<file path="src/rtl/pulse_event_arbiter.sv">
// Rising-edge event collector: synchronises N level inputs, latches edges as pending
// requests and hands them one at a time, round-robin, to a valid/ready event port.
module pulse_event_arbiter #(
    parameter int N   = 4,
    parameter int IDW = $clog2(N)
) (
    input  logic           clk,
    input  logic           reset_n,
    input  logic [N-1:0]   level_in,
    output logic           evt_valid,
    input  logic           evt_ready,
    output logic [IDW-1:0] evt_id,
    output logic [N-1:0]   evt_overflow,
    input  logic           clear_overflow
);

    logic [N-1:0]   reg1;
    logic [N-1:0]   reg2;
    logic [N-1:0]   pending;
    logic [N-1:0]   edge_det;
    logic [N-1:0]   grant_vec;
    logic [N-1:0]   overflow_set;
    logic [IDW-1:0] last_grant;
    logic [IDW-1:0] sel_id;
    logic           load;

    // First set request after 'last', wrapping around; 'last' itself is checked last.
    function automatic logic [IDW-1:0] rr_pick(input logic [N-1:0]   req,
                                               input logic [IDW-1:0] last);
        logic [IDW-1:0] pick;
        logic           found;
        int             idx;
        pick  = '0;
        found = 1'b0;
        for (int k = 1; k <= N; k++) begin
            idx = (int'(last) + k) % N;
            if (!found && req[idx]) begin
                found = 1'b1;
                pick  = IDW'(idx);
            end
        end
        return pick;
    endfunction

    always_comb begin
        edge_det     = reg1 & ~reg2;
        load         = (!evt_valid || evt_ready) && (|pending);
        sel_id       = rr_pick(pending, last_grant);
        grant_vec    = load ? (N'(1) << sel_id) : '0;
        overflow_set = edge_det & pending & ~grant_vec;
    end

    always_ff @(posedge clk or negedge reset_n) begin
        if (!reset_n) begin
            reg1 <= '0;
            reg2 <= '0;
        end else begin
            reg1 <= level_in;
            reg2 <= reg1;
        end
    end

    // A fresh edge on a channel being granted this cycle re-arms it as a new event.
    always_ff @(posedge clk or negedge reset_n) begin
        if (!reset_n) begin
            pending <= '0;
        end else begin
            pending <= (pending & ~grant_vec) | edge_det;
        end
    end

    always_ff @(posedge clk or negedge reset_n) begin
        if (!reset_n) begin
            evt_overflow <= '0;
        end else if (clear_overflow) begin
            evt_overflow <= overflow_set;
        end else begin
            evt_overflow <= evt_overflow | overflow_set;
        end
    end

    always_ff @(posedge clk or negedge reset_n) begin
        if (!reset_n) begin
            evt_valid  <= 1'b0;
            evt_id     <= '0;
            last_grant <= IDW'(N - 1);
        end else if (load) begin
            evt_valid  <= 1'b1;
            evt_id     <= sel_id;
            last_grant <= sel_id;
        end else if (evt_valid && evt_ready) begin
            evt_valid  <= 1'b0;
        end
    end

endmodule

</file>
<file path="config.mk">
export PLATFORM = sky130hd
export DESIGN_NAME = pulse_event_arbiter
export DESIGN_NICKNAME = d
export VERILOG_FILES = /design/src/rtl/pulse_event_arbiter.sv
export SDC_FILE = /design/constraint.sdc
export NUM_CORES = 1
export LEC_CHECK = 0
export CAP_MARGIN = 0
export CORE_MARGIN = 5
export CORE_UTILIZATION = 53
export DETAILED_ROUTE_END_ITERATION = 8
export PLACE_DENSITY_LB_ADDON = 0.05
export SYNTH_ARGS = -nofsm -noshare
export SYNTH_HDL_FRONTEND = slang
export SYNTH_SLANG_ARGS = --single-unit
</file>
<file path="constraint.sdc">
create_clock -name clk -period 2.91 [get_ports clk]
set_input_delay 0.291 -clock clk [delete_from_list [all_inputs] [get_ports clk]]
set_output_delay 0.291 -clock clk [all_outputs]
set_load 0.005 [all_outputs]
</file>
==> insert_results.sql, run 1 <==
INSERT INTO impl_metrics (metric_group, metric, value, unit) VALUES
('synthesis', 'synthDominantCellAreaShare', '54.3', '%'),
('setup_path', 'worstSetupPathType', 'reg -> reg', ''),
('setup_path', 'cp_cell_sequence', 'and2b_1 > o21ai_1 > and3_1 > a31oi_2', ''),
('setup_path', 'setup.worst_path.end_class', 'flop', ''),
('clock_network', 'h-tree-depth', '1', ''),
('drt', 'antenna_left', '0', ''),
('layout', 'multiInputGateArea', '324', 'um^2'),
('global_route', 'globalRouteTotalUtil', '15.7', '%'),
('setup_path', 'r2r_slack', '1.27', 'ns'),
('floorplanning', 'die_width', '50.7', 'um'),
('worst_hold_path', 'worstHoldPathType', 'reg -> reg', ''),
('floorplanning', 'fp.dieH', '50.7', 'um'),
('setup_path', 'critical_path.max_fanout', '6', ''),
('layout', 'post_route_cells_drive_above_1_share', '11.8', '%'),
('layout', 'post_layout_nonfiller_instances', '109', ''),
('synthesis', 'post_synthesis_async_set_or_reset_flop_share', '100', '%'),
('synthesis', 'synth.yosys.seq_area_share', '60.3', '%'),
('setup_path', 'arrival', '1.81', 'ns'),
('floorplanning', 'start_util', '56.8', '%'),
('synthesis', 'post_syn_nets', '84', ''),
('sta', 'unrepaired_setup_endpoints_after_global_routing', 'no', ''),
('global_route', 'vias_in_the_first_global_route', '641', ''),
('placed_design', 'place_hpwl', '1.19', 'mm'),
('clock_network', 'post_cts.repair.setup_buffers', '0', ''),
('run', 'max_cap_viol_count', '0', ''),
('setup_path', 'timing.critical_path.from', 'last_grant[0]$_DFFE_PN1P_', ''),
('setup_path', 'timing.critical_path.required', '3.09', 'ns'),
('floorplanning', 'floorplan.io_pins', '15', ''),
('setup_path', 'critical_path.slowest_cell', 'dfstp_2', ''),
('synthesis', 'synth-main-ff-cell', 'dfrtp_1', ''),
('placed_design', 'gp_routability_congestion', '0.896', ''),
('drt', 'drcViolationCount', '0', ''),
('drt', 'wirelength_per_cell', '15.2', 'um'),
('global_route', 'grt_start_max_net_pins', '22', ''),
('clock_network', 'clockRootBuffer', 'clkbuf_4', ''),
('synthesis', 'yosysWarnings', '0', ''),
('setup_path', 'r2r_start', 'last_grant[0]$_DFFE_PN1P_', ''),
('power', 'lkg_pwr', '0.453', 'nW'),
('layout', 'final_net_count', '102', ''),
('sta', 'fmax', '611', 'MHz'),
('global_route', 'antenna_found_initial', '0', ''),
('floorplanning', 'core_region_area', '1540', 'um^2'),
('setup_path', 'critPathMaxStageDelay', '0.57', 'ns'),
('setup_path', 'r2r.worst_path.cells', '4', ''),
('setup_path', 'critPathLaunchType', 'flop', ''),
('sta', 'relSlewSlack', '40.4', '%'),
('sta', 'final.setup.worst_slack', '1.27', 'ns'),
('layout', 'seq_area', '528', 'um^2'),
('drt', 'via_per_inst', '5.78', ''),
('global_route', 'wire_length_of_the_first_global_routing_pass', '3.07', 'mm'),
('drt', 'first_iter_violations', '12', ''),
('placed_design', 'dp.cells', '105', ''),
('layout', 'n_antenna_cell', '0', ''),
('clock_network', 'cts_max_path_buffers', '2', ''),
('clock_network', 'tritoncts', 'yes', ''),
('status', 'status', 'complete, no violations', ''),
('drt', 'first_pass_iters', '5', ''),
('synthesis', 'synth_largest_area_cell', 'dfrtp_1', ''),
('sta', 'finalHoldViolCount', '0', ''),
('placed_design', 'worst_setup_slack_before_clock_tree_synthesis', '1.30', 'ns'),
('setup_path', 'timing.critical_path.max_delay_family', 'simple AND/OR/NAND/NOR gates', ''),
('placed_design', 'buffer_ports.inserted', '14', ''),
('sta', 'worst_pin_slew', '0.890', 'ns'),
('sta', 'timing.final.setup_violations', '0', ''),
('synthesis', 'netlist_instances', '76', ''),
('drt', 'dr_total_vias', '630', ''),
('setup_path', 'critical_path_buf_inv_count', '0', ''),
('power', 'power.ir.vdd_worst', '0.435', 'mV'),
('floorplanning', 'die_area', '2570', 'um^2'),
('drt', 'wirelength', '1.66', 'mm'),
('clock_network', 'numCtsBuffers', '3', '');
==> how the worst min path moves through the flow <==
stage               cells after the start               endpoint
floorplan                               0  evt_id[0]$_DFFE_PN0P_
global placement                        0      reg2[0]$_DFF_PN0_
detailed placement                      0      reg2[2]$_DFF_PN0_
CTS                                     0      reg2[2]$_DFF_PN0_
global route                            1      reg1[0]$_DFF_PN0_
finish                                  0      reg2[0]$_DFF_PN0_
==> worst register-to-register path: stages, from the launching register on <==
cell and delay, ns:
dfstp_2 0.57, and2b_1 0.21, o21ai_1 0.24, and3_1 0.37, a31oi_2 0.14
==> cell type report <==
cell class / count / area share, %
flip-flops and latches: 21 / 49.9
inverters: 5 / 1.78
repair buffers: 14 / 13.3
clock buffers: 4 / 2.49
well taps: 16 / 1.89
multi-input cells: 49 / 30.7
==> sequential cells by signal (all words and copies together) (netlist names) <==
name          flops
evt_overflow      4
evt_valid         1
evt_id            2
last_grant        2
reg1              4
reg2              4
pending           4
==> cells in the final DEF, fill, tap and decap left out, types with 2 or more instances in the layout <==
master,netlist,routed
dfrtp_1,19,19
clkdlybuf4s50_1,0,14
a21oi_1,7,7
nor2_1,6,6
inv_1,5,5
nor2b_1,4,4
nand2b_1,3,3
a21o_1,3,3
nor3_1,3,3
nand2_1,3,3
clkbuf_4,0,3
o21ai_0,2,2
o22ai_1,2,2
dfstp_2,2,2
==> metal layers <==
metal / wire length (um) / GRT usage (%) / vias to the layer above
met5: 0 / 0 / -
met4: 12 / 7.23 / 0
met3: 92 / 3.55 / 2
met2: 770 / 22.5 / 21
met1: 785 / 22.4 / 302
li1: - / - / 305
==> per-stage QoR <==
step / power, W / hold WS, ns / instance area [um^2] / utilization (%)
2_1_floorplan: 0.000695 / -0.00459 / 876 / -
3_3_place_gp: 0.000820 / 0.356 / 1030 / 66.9
3_5_place_dp: 0.000836 / 0.358 / 1030 / 66.9
4_1_cts: 0.000974 / 0.384 / 1060 / 68.6
5_1_grt: 0.00106 / 0.393 / 1060 / 68.6
6_report: 0.000973 / 0.381 / 1060 / 68.6
==> power breakdown <==
group | internal (W) | switching [W]
Combinational | 0.000191 | 0.000187
Sequential | 0.000379 | 0.0000804
Clock | 0.0000533 | 0.0000812
==> kinds of logic after synthesis <==
kind of cell    after synthesis  synth area share [%]
compound gates               24                  20.6
buf+inv                       6                  2.71
flops                        21                  60.3
simple gates                 25                  16.4
No activity file was read; power rests on OpenSTA's default activity.
==> inputs of run 2 (changes only) <==
CORE_UTILIZATION = 50   (was 53)
clock period = 1.6 ns   (was 2.91 ns; I/O delays follow)
==> run 2 against run 1 <==
Against the previous run:
- final cell count grew 1.8%
- via count is 3.3% lower
- sequential power up 81%
- clock-buffer cell count unchanged
- worst setup slack worse by 1.2 ns
- critical path depth is the same
- clock power up 84%
- hold slack worse by 0.19 ns
- total power rose by 83%
- critical endpoint is now evt_id[1]$_DFFE_PN0P_
- largest power group unchanged
- final area up 2.2%
==> insert_results.sql, run 2 (same netlist as run 1, synthesis figures left out) <==
INSERT INTO impl_metrics (metric_group, metric, value, unit) VALUES
('sta', 'timing_max_transition_violations_final', '0', ''),
('sta', 'relSlewSlack', '71.1', '%'),
('floorplanning', 'core.rowCount', '15', ''),
('sta', 'timing.final.setup_violations', '0', ''),
('sta', 'final_period_minus_worst_setup_slack', '1.57', 'ns'),
('placed_design', 'buffer_ports.inserted', '14', ''),
('floorplanning', 'fp.dieH', '51.9', 'um'),
('sta', 'hold_ws', '0.194', 'ns'),
('clock_network', 'clock_sink_count', '21', ''),
('global_route', 'globalRouteTotalUtil', '13.6', '%'),
('sta', 'worst_pin_slew', '0.429', 'ns'),
('setup_path', 'worstSetupPathType', 'reg -> reg', ''),
('sta', 'unrepaired_setup_endpoints_after_global_routing', 'yes', ''),
('clock_network', 'numCtsBuffers', '3', ''),
('layout', 'synthToLayoutAreaGrowth', '23.4', '%'),
('floorplanning', 'core_region_area', '1690', 'um^2'),
('drt', 'drcViolationCount', '0', ''),
('clock_network', 'clkTransAtPathRegs', '0.11', 'ns'),
('global_route', 'grt.overflow.total', '0', ''),
('run', 'max_cap_viol_count', '0', ''),
('drt', 'via_per_inst', '5.49', ''),
('placed_design', 'worst_setup_slack_before_clock_tree_synthesis', '-0.00129', 'ns'),
('floorplanning', 'die_width', '51.9', 'um'),
('clock_network', 'cts_max_path_buffers', '2', ''),
('layout', 'multiInputGateArea', '339', 'um^2'),
('clock_network', 'tritoncts', 'yes', ''),
('floorplanning', 'die_area', '2690', 'um^2'),
('floorplanning', 'floorplan.io_pins', '15', ''),
('status', 'status', 'complete, no violations', ''),
('placed_design', 'gp_routability_congestion', '0.815', ''),
('placed_design', 'dp.cells', '107', ''),
('drt', 'first_iter_violations', '6', ''),
('layout', 'layout_commonest_cell', 'dfrtp_1', ''),
('worst_hold_path', 'worstHoldPathType', 'in -> async', ''),
('clock_network', 'post_cts.repair.setup_buffers', '0', ''),
('drt', 'wirelength', '1.53', 'mm'),
('clock_network', 'cts-hold-fix-buffers', '0', ''),
('sta', 'finalHoldViolCount', '0', ''),
('layout', 'post_layout_nonfiller_instances', '111', ''),
('layout', 'layout.filler_cells', '130', ''),
('setup_path', 'setup.worst_path.end_class', 'flop', ''),
('setup_path', 'critPathLaunchType', 'flop', ''),
('floorplanning', 'start_util', '51.9', '%'),
('layout', 'post_route_cells_drive_above_1_share', '16.0', '%'),
('power', 'lkg_pwr', '0.463', 'nW'),
('layout', 'mostFrequentLayoutCells', '19 x dfrtp_1, 14 x clkdlybuf4s50_1, 7 x a21oi_1', ''),
('global_route', 'antenna_found_initial', '0', ''),
('clock_network', 'h-tree-depth', '1', ''),
('layout', 'post-route-util', '64.0', '%'),
('layout', 'seq_area', '528', 'um^2'),
('power', 'power.ir.vdd_worst', '0.910', 'mV'),
('setup_path', 'critical_path.max_fanout', '4', ''),
('global_route', 'wire_length_of_the_first_global_routing_pass', '2.65', 'mm'),
('layout', 'n_antenna_cell', '0', ''),
('setup_path', 'arrival', '1.78', 'ns'),
('drt', 'dr_total_vias', '609', ''),
('sta', 'final_min_period_over_clock_period', '98.3', '%'),
('global_route', 'vias_in_the_first_global_route', '611', ''),
('drt', 'first_pass_iters', '4', ''),
('drt', 'antenna_left', '0', ''),
('power', 'power.total', '0.00178', 'W'),
('clock_network', 'worst_skew_pair.late_latency', '0.30', 'ns'),
('setup_path', 'timing.critical_path.required', '1.80', 'ns'),
('drt', 'wirelength_per_cell', '13.8', 'um'),
('power', 'p_per_area', '1650', 'nW/um^2'),
('clock_network', 'clockRootBuffer', 'clkbuf_4', ''),
('sta', 'final.setup.worst_slack', '0.0279', 'ns'),
('sta', 'fmax', '636', 'MHz'),
('sta', 'clock-skew-final', '0.0109', 'ns'),
('global_route', 'grt_start_max_net_pins', '22', ''),
('layout', 'final_net_count', '103', '');
-- run 2: through the flow --
step	TNS, ns	cell area [um^2]
after floorplan	0	876
after global placement	0	1040
after detailed placement	-0.00129	1040
after CTS	0	1070
after global routing	-0.337	1080
final	0	1080
-- run 2: per-layer routing --
metal	track usage [%]	up-vias	part of all wire, %
li1	-	304	-
met4	5.24	0	0.65
met2	19.9	18	41
met5	0	-	0
met3	4.01	2	6.7
met1	18.8	285	52
-- run 2: worst paths after layout --
kind                                                  end  depth (start not counted)  slack, ns                       from
min in group clk                        reg1[2]$_DFF_PN0_                          1       0.28                level_in[2]
worst max register to register      evt_id[1]$_DFFE_PN0P_                          4       0.03  last_grant[0]$_DFFE_PN1P_
max in group asynchronous       last_grant[0]$_DFFE_PN1P_                          2       1.14                    reset_n
worst min-delay path                    reg2[0]$_DFF_PN0_                          2       0.19                    reset_n
worst min register to register          reg2[0]$_DFF_PN0_                          0       0.38          reg1[0]$_DFF_PN0_
worst max-delay path                evt_id[1]$_DFFE_PN0P_                          4       0.03  last_grant[0]$_DFFE_PN1P_
-- run 2: cell type report --
type,instances,share of cell area (%)
Inverter,5,1.74
Timing Repair Buffer,15,13.7
Tap cell,17,1.97
Multi-Input combinational cell,49,31.4
Sequential cell,21,48.8
Clock buffer,4,2.43
-- run 2: worst max-delay path, cell delays in order, from the launching register on --
cell and delay (ns):
dfstp_2 0.56, and2b_1 0.21, o221ai_1 0.36, nor2_1 0.16, a21o_1 0.18
-- run 2: power breakdown --
group / switching, W / total [W] / internal [W]
clock: 0.000148 / 0.000246 / 0.0000971
combinational: 0.000335 / 0.000700 / 0.000365
sequential: 0.000144 / 0.000834 / 0.000690
total: 0.000627 / 0.00178 / 0.00115
-- run 2: timing repair --
item	4_1_cts	5_1_grt
pin swaps	1	1
resized for setup	0	3
setup endpoints to repair	1	10
endpoints found under the hold margin	0	0
cloned	0	0
==> inputs of run 3 (changes only) <==
TNS_END_PERCENT = 1   (was default)
==> run 3 against run 2 <==
Against the previous run:
- sequential power about the same
- highest routed layer unchanged
- largest cell class unchanged
- first-iteration DRC count did not move
- clock power about the same
- final cell count did not move
- hold slack unchanged
- largest power group unchanged
==> insert_results.sql, run 3 (same netlist as run 1, synthesis figures left out) <==
INSERT INTO impl_metrics (metric_group, metric, value, unit) VALUES
('floorplanning', 'start_util', '51.9', '%'),
('global_route', 'grtUsageMet1', '18.8', '%'),
('setup_path', 'setup.worst_path.end_class', 'flop', ''),
('setup_path', 'timing.critical_path.required', '1.80', 'ns'),
('sta', 'final.setup.worst_slack', '0.0279', 'ns'),
('sta', 'final_min_period_over_clock_period', '98.3', '%'),
('setup_path', 'arrival', '1.78', 'ns'),
('sta', 'worst_pin_slew', '0.429', 'ns'),
('worst_hold_path', 'worstHoldPathType', 'in -> async', ''),
('floorplanning', 'fp.dieH', '51.9', 'um'),
('floorplanning', 'floorplan.io_pins', '15', ''),
('drt', 'dr_total_vias', '609', ''),
('sta', 'final_period_minus_worst_setup_slack', '1.57', 'ns'),
('layout', 'post_layout_nonfiller_instances', '111', ''),
('global_route', 'wire_length_of_the_first_global_routing_pass', '2.65', 'mm'),
('layout', 'layout_commonest_cell', 'dfrtp_1', ''),
('clock_network', 'tritoncts', 'yes', ''),
('clock_network', 'clockRootBuffer', 'clkbuf_4', ''),
('floorplanning', 'die_area', '2690', 'um^2'),
('setup_path', 'worstSetupPathType', 'reg -> reg', ''),
('drt', 'antenna_left', '0', ''),
('placed_design', 'dp.cells', '107', ''),
('global_route', 'grt.met2_usage', '19.9', '%'),
('global_route', 'grt_most_used_layer', 'met2', ''),
('floorplanning', 'core_region_area', '1690', 'um^2'),
('layout', 'n_antenna_cell', '0', ''),
('global_route', 'antenna_found_initial', '0', ''),
('clock_network', 'cts_max_path_buffers', '2', ''),
('power', 'power.ir.vdd_worst', '0.910', 'mV'),
('layout', 'mostFrequentLayoutCells', '19 x dfrtp_1, 14 x clkdlybuf4s50_1, 7 x a21oi_1', ''),
('clock_network', 'numCtsBuffers', '3', ''),
('clock_network', 'worst_skew_pair.late_latency', '0.30', 'ns'),
('floorplanning', 'core.rowCount', '15', ''),
('placed_design', 'buffer_ports.inserted', '14', ''),
('sta', 'clock-skew-final', '0.0109', 'ns'),
('placed_design', 'worst_setup_slack_before_clock_tree_synthesis', '-0.00129', 'ns'),
('drt', 'drcViolationCount', '0', ''),
('run', 'max_cap_viol_count', '0', ''),
('setup_path', 'timing.critical_path.from', 'last_grant[0]$_DFFE_PN1P_', ''),
('sta', 'unrepaired_setup_endpoints_after_global_routing', 'yes', ''),
('layout', 'post_route_cells_drive_above_1_share', '16.0', '%'),
('drt', 'first_pass_iters', '4', ''),
('drt', 'wirelength', '1.53', 'mm'),
('drt', 'wirelength_per_cell', '13.8', 'um'),
('drt', 'first_iter_violations', '6', ''),
('layout', 'seq_area', '528', 'um^2'),
('sta', 'fmax', '636', 'MHz'),
('sta', 'timing_max_transition_violations_final', '0', ''),
('global_route', 'grt_start_max_net_pins', '22', ''),
('global_route', 'grt_use_met3', '4.01', '%'),
('global_route', 'vias_in_the_first_global_route', '611', ''),
('layout', 'final_net_count', '103', ''),
('layout', 'layout.filler_cells', '130', ''),
('layout', 'synthToLayoutAreaGrowth', '23.4', '%'),
('clock_network', 'clkTransAtPathRegs', '0.11', 'ns'),
('status', 'status', 'complete, no violations', ''),
('setup_path', 'critPathLaunchType', 'flop', ''),
('global_route', 'grt.overflow.total', '0', ''),
('setup_path', 'critical_path.max_fanout', '4', ''),
('clock_network', 'h-tree-depth', '1', ''),
('layout', 'multiInputGateArea', '339', 'um^2'),
('setup_path', 'r2r_start', 'last_grant[0]$_DFFE_PN1P_', ''),
('clock_network', 'cts-hold-fix-buffers', '0', ''),
('sta', 'finalHoldViolCount', '0', ''),
('placed_design', 'gp_routability_congestion', '0.815', ''),
('global_route', 'globalRouteTotalUtil', '13.6', '%'),
('drt', 'via_per_inst', '5.49', ''),
('layout', 'post-route-util', '64.0', '%'),
('sta', 'relSlewSlack', '71.1', '%'),
('power', 'lkg_pwr', '0.463', 'nW'),
('sta', 'timing.final.setup_violations', '0', ''),
('power', 'p_per_area', '1650', 'nW/um^2'),
('floorplanning', 'die_width', '51.9', 'um'),
('clock_network', 'clock_sink_count', '21', '');
## run 3: cell counts in the layout (fill, tap and decap cells not counted)
No cell type changed its count.
## run 3: repair_timing
action	in CTS	in global routing
setup buffers	0	0
gates resized for setup	0	3
cloned	0	0
pin swaps	1	1
setup endpoints to repair	1	10
## run 3: where the power goes
part,total (W),internal (W),switching [W]
Combinational,0.000700,0.000365,0.000335
Clock,0.000246,0.0000971,0.000148
Sequential,0.000834,0.000690,0.000144
## run 3: per-stage QoR
| step | TNS (ns) | hold slack [ns] | instance area [um^2] | total power, W |
|---|---|---|---|---|
| final | 0 | 0.194 | 1080 | 0.00178 |
| after global routing | -0.337 | 0.211 | 1080 | 0.00191 |
| after CTS | 0 | 0.204 | 1070 | 0.00176 |
| after detailed placement | -0.00129 | 0.358 | 1040 | 0.00151 |
| after global placement | 0 | 0.354 | 1040 | 0.00150 |
| after floorplan | 0 | -0.136 | 876 | 0.00126 |
## run 3: metal layers
| layer | share of wire [%] | vias to the layer above | wire, um |
|---|---|---|---|
| met3 | 6.7 | 2 | 102 |
| met4 | 0.65 | 0 | 10 |
| li1 | - | 304 | - |
| met2 | 41 | 18 | 624 |
| met5 | 0 | - | 0 |
| met1 | 52 | 285 | 795 |
## run 3: final timing paths
| check | end | slack, ns | cells after the start |
|---|---|---|---|
| setup / recovery | evt_id[1]$_DFFE_PN0P_ | 0.03 | 4 |
| hold / removal | reg2[0]$_DFF_PN0_ | 0.19 | 2 |
| setup reg to reg | evt_id[1]$_DFFE_PN0P_ | 0.03 | 4 |
| hold reg to reg | reg2[0]$_DFF_PN0_ | 0.38 | 0 |
| max in group asynchronous | last_grant[0]$_DFFE_PN1P_ | 1.14 | 2 |
| min in group clk | reg1[2]$_DFF_PN0_ | 0.28 | 1 |
## run 3: worst max-delay path, cell delays in order (launching register included)
cell	delay, ns
dfstp_2	0.56
and2b_1	0.21
o221ai_1	0.36
nor2_1	0.16
a21o_1	0.18
## run 3: cell type report
type,count,share of cell area (%)
clock buffer,4,2.43
inverter,5,1.74
multi-input combinational,49,31.4
sequential,21,48.8
tap,17,1.97
timing repair buffer,15,13.7
